===== config.mk =====
export PLATFORM = sky130hd
export DESIGN_NAME = pi_integrator_frame_sequencer
export DESIGN_NICKNAME = d
export VERILOG_FILES = /design/src/rtl/pi_seq_pkg.sv /design/src/rtl/seq_window_cnt.sv /design/src/rtl/pi_integrator_frame_sequencer.sv
export SDC_FILE = /design/constraint.sdc
export NUM_CORES = 1
export LEC_CHECK = 0
export BUFFER_PORTS_ARGS = -buffer_cell sky130_fd_sc_hd__clkbuf_2
export CAP_MARGIN = 20
export CORE_MARGIN = 8
export CORE_UTILIZATION = 42
export DETAILED_ROUTE_END_ITERATION = 8
export GPL_TIMING_DRIVEN = 1
export PLACE_DENSITY = 0.76
export SLEW_MARGIN = 0
export SYNTH_ARGS = -nofsm -noshare
export SYNTH_HDL_FRONTEND = slang
export SYNTH_HIERARCHICAL = 1
export SYNTH_SLANG_ARGS = --single-unit

===== constraint.sdc =====
create_clock -name clk_i -period 2.14 [get_ports clk_i]
set_input_delay 0 -clock clk_i [delete_from_list [all_inputs] [get_ports clk_i]]
set_output_delay 0 -clock clk_i [all_outputs]
set_load 0.02 [all_outputs]

===== src/rtl/pi_seq_pkg.sv =====
// Shared definitions for the PI-integrator frame sequencer.
//   seq_state_e : sequencer FSM states
//   WORD_W      : operand / result word width
//   *_DEF       : default timing and size parameters
//   cnt_width() : width of a down-counter that must hold the largest load value
package pi_seq_pkg;

   localparam int WORD_W      = 32;
   localparam int N_CH_DEF    = 8;
   localparam int ADDR_W_DEF  = 4;
   localparam int LEAD_DEF    = 15;
   localparam int Y_OFS_DEF   = 0;
   localparam int TIMEOUT_DEF = 64;

   typedef enum logic [2:0] {
      ST_IDLE    = 3'd0,
      ST_LEAD    = 3'd1,
      ST_STREAM  = 3'd2,
      ST_WAIT_Y  = 3'd3,
      ST_CAPTURE = 3'd4,
      ST_DONE    = 3'd5
   } seq_state_e;

   function automatic int cnt_width(input int a, input int b, input int c);
      int m;
      m = a;
      if (b > m) m = b;
      if (c > m) m = c;
      return $clog2(m + 1);
   endfunction

endpackage


===== src/rtl/seq_window_cnt.sv =====
// Enable-window generator: a start pulse opens an N_CH-cycle window whose
// first cycle is the start cycle itself, with an index 0..N_CH-1.
// Ports:
//   clk_i    in   clock
//   rst_i    in   synchronous reset, active-low
//   start_i  in   1-cycle start pulse (ignored while a window is open)
//   en_o     out  window enable
//   idx_o    out  index within window, 0 outside
module seq_window_cnt #(
   parameter int N_CH   = 8,
   parameter int ADDR_W = 4
) (
   input  logic              clk_i,
   input  logic              rst_i,
   input  logic              start_i,
   output logic              en_o,
   output logic [ADDR_W-1:0] idx_o
);

   logic              active_q, active_d;
   logic [ADDR_W-1:0] cnt_q, cnt_d;

   // Index 0 is served combinationally in the start cycle, so the register
   // only tracks indices 1..N_CH-1.
   always_comb begin
      active_d = active_q;
      cnt_d    = cnt_q;
      if (active_q) begin
         if (cnt_q == ADDR_W'(N_CH - 1)) begin
            active_d = 1'b0;
            cnt_d    = '0;
         end else begin
            cnt_d = cnt_q + ADDR_W'(1);
         end
      end else if (start_i && (N_CH > 1)) begin
         active_d = 1'b1;
         cnt_d    = ADDR_W'(1);
      end
   end

   always_ff @(posedge clk_i) begin
      if (!rst_i) begin
         active_q <= 1'b0;
         cnt_q    <= '0;
      end else begin
         active_q <= active_d;
         cnt_q    <= cnt_d;
      end
   end

   assign en_o  = start_i | active_q;
   assign idx_o = active_q ? cnt_q : '0;

endmodule


===== src/rtl/pi_integrator_frame_sequencer.sv =====
// Initiator side of the time-multiplexed PI-integrator handshake. Per frame it
// pops the previous x (done_read_x), streams N_CH operands from the source
// buffer behind an sta pulse, waits for done_sig and stores N_CH results.
// Ports:
//   clk_i, rst_i         clock, synchronous active-low reset
//   frame_start_i        request one frame
//   busy_o, frame_done_o frame in progress / end-of-frame pulse
//   timeout_err_o        sticky, cleared by next accepted frame
//   overrun_err_o        sticky, cleared only by reset
//   first_frame_o        high until the first frame after reset completes
//   src_rd_en_o/addr_o, src_data_i   source buffer read port (1-clk latency)
//   done_read_x_o, sta_o, x_o        integrator operand side
//   done_sig_i, y_i                  integrator result side
//   res_wr_en_o/addr_o/data_o        result buffer write port
//
// state      | meaning
// -----------+-----------------------------------------------------------
// ST_IDLE    | waiting for frame_start
// ST_LEAD    | LEAD-clock gap between done_read_x and sta; source read starts
// ST_STREAM  | sta issued, x words streaming; timeout counter running
// ST_WAIT_Y  | waiting for done_sig or timeout
// ST_CAPTURE | Y_OFS delay, then N_CH results written
// ST_DONE    | frame_done pulse, back to idle
module pi_integrator_frame_sequencer
   import pi_seq_pkg::*;
#(
   parameter int N_CH    = N_CH_DEF,
   parameter int ADDR_W  = ADDR_W_DEF,
   parameter int LEAD    = LEAD_DEF,
   parameter int Y_OFS   = Y_OFS_DEF,
   parameter int TIMEOUT = TIMEOUT_DEF
) (
   input  logic              clk_i,
   input  logic              rst_i,
   input  logic              frame_start_i,
   output logic              busy_o,
   output logic              frame_done_o,
   output logic              timeout_err_o,
   output logic              overrun_err_o,
   output logic              first_frame_o,
   output logic              src_rd_en_o,
   output logic [ADDR_W-1:0] src_addr_o,
   input  logic [WORD_W-1:0] src_data_i,
   output logic              done_read_x_o,
   output logic              sta_o,
   output logic [WORD_W-1:0] x_o,
   input  logic              done_sig_i,
   input  logic [WORD_W-1:0] y_i,
   output logic              res_wr_en_o,
   output logic [ADDR_W-1:0] res_addr_o,
   output logic [WORD_W-1:0] res_data_o
);

   localparam int CNT_W = cnt_width(LEAD, TIMEOUT, Y_OFS);
   localparam logic [CNT_W-1:0] LEAD_LD    = CNT_W'(LEAD);
   localparam logic [CNT_W-1:0] TMO_LD     = CNT_W'(TIMEOUT);
   localparam logic [CNT_W-1:0] OFS_LD     = CNT_W'(Y_OFS);
   // Counter value in the last x cycle (S+N_CH-1) of the stream.
   localparam logic [CNT_W-1:0] STREAM_END = CNT_W'(TIMEOUT - N_CH + 1);
   localparam logic [CNT_W-1:0] CNT_ONE    = CNT_W'(1);
   localparam logic [CNT_W-1:0] CNT_TWO    = CNT_W'(2);

   seq_state_e        state_q, state_d;
   logic [CNT_W-1:0]  cnt_q, cnt_d;
   logic              sta_q, sta_d;
   logic              drx_q, drx_d;
   logic              accept, tmo_set;
   logic              rd_start, cap_start;
   logic              rd_en, cap_en;
   logic [ADDR_W-1:0] rd_idx, cap_idx;
   logic              rd_vld_q;
   logic [WORD_W-1:0] x_q;
   logic              res_wr_en_q;
   logic [ADDR_W-1:0] res_addr_q;
   logic [WORD_W-1:0] res_data_q;
   logic              timeout_err_q, overrun_err_q, first_frame_q;

   seq_window_cnt #(.N_CH(N_CH), .ADDR_W(ADDR_W)) u_rd_win (
      .clk_i   (clk_i),
      .rst_i   (rst_i),
      .start_i (rd_start),
      .en_o    (rd_en),
      .idx_o   (rd_idx)
   );

   seq_window_cnt #(.N_CH(N_CH), .ADDR_W(ADDR_W)) u_cap_win (
      .clk_i   (clk_i),
      .rst_i   (rst_i),
      .start_i (cap_start),
      .en_o    (cap_en),
      .idx_o   (cap_idx)
   );

   // One down-counter serves as lead timer, timeout timer and Y_OFS delay.
   always_comb begin
      state_d   = state_q;
      cnt_d     = cnt_q;
      sta_d     = 1'b0;
      drx_d     = 1'b0;
      accept    = 1'b0;
      tmo_set   = 1'b0;
      rd_start  = 1'b0;
      cap_start = 1'b0;
      case (state_q)
         ST_IDLE: begin
            if (frame_start_i) begin
               accept  = 1'b1;
               drx_d   = ~first_frame_q;  // integrator x FIFO is empty on the first frame
               cnt_d   = LEAD_LD;
               state_d = ST_LEAD;
            end
         end
         ST_LEAD: begin
            cnt_d = cnt_q - CNT_ONE;
            // Source read leads sta by 2: one clk RAM latency, one clk x register.
            if (cnt_q == CNT_TWO) rd_start = 1'b1;
            if (cnt_q == CNT_ONE) begin
               sta_d   = 1'b1;
               cnt_d   = TMO_LD;
               state_d = ST_STREAM;
            end
         end
         ST_STREAM: begin
            cnt_d = cnt_q - CNT_ONE;
            if (cnt_q == STREAM_END) state_d = ST_WAIT_Y;
         end
         ST_WAIT_Y: begin
            cnt_d = cnt_q - CNT_ONE;
            if (done_sig_i) begin
               cnt_d   = OFS_LD;
               state_d = ST_CAPTURE;
               if (Y_OFS == 0) cap_start = 1'b1;
            end else if (cnt_q == CNT_ONE) begin
               tmo_set = 1'b1;
               state_d = ST_DONE;
            end
         end
         ST_CAPTURE: begin
            if (cnt_q != '0) begin
               cnt_d = cnt_q - CNT_ONE;
               if (cnt_q == CNT_ONE) cap_start = 1'b1;
            end
            if (res_wr_en_q && (res_addr_q == ADDR_W'(N_CH - 1))) state_d = ST_DONE;
         end
         ST_DONE: begin
            state_d = ST_IDLE;
         end
         default: begin
            state_d = ST_IDLE;
         end
      endcase
   end

   always_ff @(posedge clk_i) begin
      if (!rst_i) begin
         state_q       <= ST_IDLE;
         cnt_q         <= '0;
         sta_q         <= 1'b0;
         drx_q         <= 1'b0;
         rd_vld_q      <= 1'b0;
         x_q           <= '0;
         res_wr_en_q   <= 1'b0;
         res_addr_q    <= '0;
         res_data_q    <= '0;
         timeout_err_q <= 1'b0;
         overrun_err_q <= 1'b0;
         first_frame_q <= 1'b1;
      end else begin
         state_q     <= state_d;
         cnt_q       <= cnt_d;
         sta_q       <= sta_d;
         drx_q       <= drx_d;
         rd_vld_q    <= rd_en;
         x_q         <= rd_vld_q ? src_data_i : '0;
         res_wr_en_q <= cap_en;
         res_addr_q  <= cap_en ? cap_idx : '0;
         res_data_q  <= cap_en ? y_i : '0;
         if (accept)
            timeout_err_q <= 1'b0;
         else if (tmo_set)
            timeout_err_q <= 1'b1;
         // The DONE cycle counts as busy for overrun purposes.
         if (frame_start_i && (state_q != ST_IDLE)) overrun_err_q <= 1'b1;
         if (state_q == ST_DONE) first_frame_q <= 1'b0;
      end
   end

   assign busy_o        = (state_q != ST_IDLE) && (state_q != ST_DONE);
   assign frame_done_o  = (state_q == ST_DONE);
   assign timeout_err_o = timeout_err_q;
   assign overrun_err_o = overrun_err_q;
   assign first_frame_o = first_frame_q;
   assign src_rd_en_o   = rd_en;
   assign src_addr_o    = rd_idx;
   assign done_read_x_o = drx_q;
   assign sta_o         = sta_q;
   assign x_o           = x_q;
   assign res_wr_en_o   = res_wr_en_q;
   assign res_addr_o    = res_addr_q;
   assign res_data_o    = res_data_q;

endmodule


== Word-level counts from Yosys, hierarchy flattened ==
Cells that the tools add are included.
Word-level totals
  bits in registers: 95
  output and inout bits: 81
  word-level logic and storage cells: 93
Operators by class
  eq/ne operators: 18
  multiplexer cells: 35
  bitwise logic cells: 4
  add/sub/neg operators: 3
  reduce and logical (&&, ||, !) cells: 17
Operators with widths (number)
  $pmux 7 s5: 1
  $mux 4: 7
  $mux 7: 4
  $mux 3: 6
  $mux 1: 15
  $pmux 3 s5: 1
  $eq 4x3->1 const B: 3
  $ne 2x2->1 const B: 5
  $reduce_and 3->1: 3
  $add 4x1->4 const B: 2
  $eq 7x1->1 const B: 1
  $eq 7x2->1 const B: 1
  $eq 7x6->1 const B: 1
  $reduce_bool 7->1: 1
  $sub 7x1->7 const B: 1
  $eq 3x2->1 const B: 2
  $eq 3x3->1 const B: 2
  $ne 3x3->1 const B: 2
  $reduce_and 2->1: 3
  $reduce_and 5->1: 1
  $reduce_bool 5->1: 1
  $reduce_bool 2->1: 2
  $eq 3x1->1 const B: 1
  $logic_and 1x1->1: 3
  6 further kinds: 8

== Longest topological paths before layout ==
  depth in word-level cells: 6
  mapped depth: 8
  mapped depth without buffers: 8

== Hierarchy ==
Netlist, hierarchy kept.
By module, submodules not included
  pi_integrator_frame_sequencer: sequential area each 1701.6 um^2, cells each 280, instances 1, area an instance 2884.0 um^2
  seq_window_cnt: sequential area each 100.1 um^2, cells each 32, instances 2, area an instance 284.0 um^2

== Worst setup path after synthesis ==
OpenSTA, ideal clock, no wires.
  path kind: reg-to-reg
  from: register, netlist name cnt_q[3]
  to: register res_data_q[15], in the netlist res_data_o[15]
  slack: 0.146 ns
  setup time: 0.060 ns
  data arrival time: 1.934 ns
  stages on the path, launching flop included: 9
  period minus slack after synthesis: 1.994 ns
  cell sequence: dfxtp_1 > buf_2 > nor3_2 > nand3_1 > o32ai_1 > nor2_1 > inv_1 > clkbuf_1 > and3_1
RTL lines
  end signal: assignment: line pi_integrator_frame_sequencer.sv:177  | res_data_q <= cap_en ? y_i : '0;
  end: declaration: line pi_integrator_frame_sequencer.sv:75  | logic [WORD_W-1:0] res_data_q;

== Final worst setup path ==
  from: register state_q[0]
  to: output src_rd_en_o
On the way
  longest elaborated chain between the ends: 3
Ends and longest elaborated chain
  start: declaration: line pi_integrator_frame_sequencer.sv:63  | seq_state_e state_q, state_d;
  start signal: assignment: line pi_integrator_frame_sequencer.sv:169  | state_q <= state_d;
  $eq 3x1->1: line pi_integrator_frame_sequencer.sv:104  | case (state_q)
  $mux 1: line pi_integrator_frame_sequencer.sv:104
  net rd_start: line pi_integrator_frame_sequencer.sv:68  | logic rd_start, cap_start;
  $or 1x1->1: line seq_window_cnt.sv:51  | assign en_o = start_i | active_q;
  end: declaration: line pi_integrator_frame_sequencer.sv:41  | output logic src_rd_en_o,
The timed path passes the listed nets, and every way through them passes these cells.

==> impl_results.md <==
- Yosys warnings: 6
- GRT overflow: 0
- Layout cells sized above 1: 34.4%
- Post-DP HPWL: between 7000 and 8000 um
- Adder-cell share of the synthesized area: under 10%
- #FFs+latches synth: between 90 and 100
- Pleak: between 2 and 3 nW
- First drt pass iteration count: 6
- Startpoint Class: flip-flop
- Largest net degree at the start of global routing: 66
- Core area: ~0.008 mm^2
- Fmax: about 520 MHz
- Initial antenna violation count: 0
- Vias per cell: ~5.0
- I/O Pins: about 150
- Final worst path period share: slightly below 90%
- Sum Neg Setup Slack: 0 ns
- Worst skew pair latency: approximately 0.35 ns
- CTS root buf: clkbuf_8
- Cell count after synthesis: ~340
- Clk_skew: roughly 0.014 ns
- Sequential-to-total area share from yosys stat: 55.1%
- Die W: ~110 um
- Outcome: complete, no violations
- Pwr Density: 664 mW/mm^2
- Worst Reg-to-Reg Cells: 6
- DR vias: about 3300
- Slew Limit Fails: 0
- CTS tree: built
- Max FO, Critical Path: 11
- Mux contribution to synthesized area: 0%
- Post-CTS Setup Inserts: 0
- Max cap viols: 0
- Crit path from: state_q[0]
- Final wirelength: approximately 11000 um
- Post-Synth Simple-Gate Area: around a quarter
- Place WS: 0.140 ns
- Reg-to-reg endpoint: res_data_o[21]
- Area leader, netlist: dfxtp_1
- Layout area overhead: 49.6%
- Xor and xnor fraction of the mapped netlist area: less than 1%
- Placed Area: 0.00431 mm^2
- WS Path Type: reg2out
- Post-synth cell types: 51
- Die Height: around 110 um
- Final net count: 630
- Power Total: 3.43 mW
- Final setup margin: around 0.23 ns
- Hold crit path type: in2reg
- Storage cell area: between 0.0015 and 0.002 mm^2
- Clock-pin slew on the worst setup and hold paths: approximately 0.090 ns
- Reg2reg start: state_q[0]
- First-pass GRT wire length: between 15000 and 20000 um
- RePlAce Congestion: 0.899
- Endpoints failing setup: 0
- Routed Antenna Nets: 0
- Clk buf depth: 2
- Largest cells by area after synthesis: dfxtp_1 55%, and3_1 13%, ha_1 2.2%, nand3_1 2.0%, a21oi_1 1.9%
- Minimum clock period: around 1.9 ns
- Global Route Usage Sum: a little under a fifth
- CTS sink count: 95
- Main combinational cell family by area after synthesis: simple AND/OR/NAND/NOR gates
- FP Rows: 33
- Avg Cell Area, Syn: between 10 and 15 um^2
- Synth Flop Type: dfxtp_1
- Routed length per instance: 16.1 um
- Worst Max-Slew Pin Slew: between 0.8 and 0.9 ns
- Post-synth EDFFs: 0
- Syn Nets: between 400 and 500
- Asr flop ratio synth: 0%
- Yosys top cell area share: 55.1%
- Req. time, crit path: ~2.1 ns
- R2R setup slack: around 0.28 ns
- Final hold violation count: 0
- Die area: roughly 0.011 mm^2
- H-tree Lvls: 3
- Nature of the critical path endpoint: output port
- Initial Utilization: between 40 and 50%
- Vias in the first global route: between 3000 and 4000
- Crit path capture: src_rd_en_o
- Slew HR: 45.1%
- Initial DRC count: 188
- RSZ-0062 raised after global routing: false
- Synth Area in Compound Gates: 12.2%
- Layout fillers: between 600 and 700
- Arr. time, crit path: 1.91 ns
- Antenna cells: 0
- Multi-input gate area: 0.00141 mm^2
- Port Buf Inserts: about 150
- Num CTS Buffers: 9
- Final instance area: between 0.005 and 0.006 mm^2
- Synthesized cell area: between 0.003 and 0.004 mm^2
- Peak supply drop: about 0.28 mV
- DRC Markers: 0
cell type report:
class	count	share of cell area (%)
timing repair buffer	225	29.0
multi-input combinational	214	27.2
tap	105	2.54
sequential	95	36.9
clock buffer	9	2.40
inverter	11	0.800
clock inverter	7	1.21
cell usage after synthesis, types with 4 or more instances:
master	instances
and2_1	9
and3_1	69
a21oi_1	13
nand2b_1	4
nand2_1	8
o21ai_1	6
o21ai_0	9
buf_2	4
nor2_1	12
nand3_1	14
clkbuf_1	17
nor2b_1	8
ha_1	6
o211ai_1	4
inv_1	11
dfxtp_1	95
report_power, final:
group,internal (mW),switching [mW]
Sequential,1.80,0.0377
Clock,0.449,0.652
Combinational,0.246,0.242
repair_timing:
item	CTS	global route
setup endpoints to repair	0	39
endpoints found under the hold margin	70	0
hold buffers	66	0
resized for setup	0	3
metrics by stage:
step                hold WS [ns]  instances  util, %
detailed placement         0.242        584     53.2
floorplan                  0.136        344        -
global route              0.0651        666     63.8
CTS                       0.0427        666     63.7
global placement           0.237        584     53.2
finish                    0.0677        666     63.8
metal layers:
| layer | track usage [%] | wire [um] | up-vias |
|---|---|---|---|
| met2 | 32.5 | 5450 | 141 |
| met3 | 5.70 | 843 | 11 |
| met5 | 0 | 0 | - |
| met4 | 5.23 | 128 | 0 |
| met1 | 20.7 | 4270 | 1553 |
| li1 | - | - | 1633 |
worst min-delay path by stage:
| stage | depth (start not counted) | slack [ns] | end | startpoint |
|---|---|---|---|---|
| 2_1_floorplan | 1 | 0.14 | u_cap_win/active_q | rst_i |
| 3_3_place_gp | 2 | 0.24 | res_data_o[18] | y_i[18] |
| 3_5_place_dp | 2 | 0.24 | res_data_o[12] | y_i[12] |
| 4_1_cts | 4 | 0.04 | state_q[0] | done_sig_i |
| 5_1_grt | 4 | 0.07 | state_q[1] | done_sig_i |
| 6_report | 4 | 0.07 | state_q[0] | done_sig_i |
placed cells by master (no fill, tap or decap), drive strengths merged, types with 3 or more instances in the layout:
| master | count |
|---|---|
| buf | 11 |
| nand2b | 4 |
| nand2 | 8 |
| clkbuf | 157 |
| and3 | 69 |
| o211ai | 5 |
| or3 | 3 |
| inv | 15 |
| a31oi | 4 |
| a21boi | 3 |
| o21ai | 15 |
| nor2b | 8 |
| ha | 6 |
| nor2 | 13 |
| clkinv | 3 |
| nand4 | 3 |
| o21a | 3 |
| dfxtp | 95 |
| dlygate4sd3 | 66 |
| nand3 | 14 |
| a21oi | 13 |
| and2 | 12 |
cell families (layout without fill, tap and decap cells):
group | after synthesis | in the layout
buffers and inverters | 35 | 252
flip-flops | 95 | 95
AO/OA/AOI/OAI | 58 | 58
XOR/XNOR | 2 | 2
adder cells (fa/ha/maj) | 6 | 6
AND/OR/NAND/NOR | 148 | 148
worst max-delay path: stages, from the launching register on:
cell and delay (ns):
dfxtp_2 0.43, nor2b_2 0.26, nor2b_1 0.23, and4_1 0.28, nor2_1 0.08, inv_1 0.11
clkbuf_2 0.18
state kept, by name, indices dropped and copies added (netlist names):
register,flops
cnt_q,7
done_read_x_o,1
first_frame_o,1
overrun_err_o,1
rd_vld_q,1
res_addr_o,4
res_data_o,32
res_wr_en_o,1
sta_o,1
state_q,3
timeout_err_o,1
u_cap_win/active_q,1
u_cap_win/cnt_q,4
u_rd_win/active_q,1
u_rd_win/cnt_q,4
x_o,32
(Power assumes the default switching activity.)
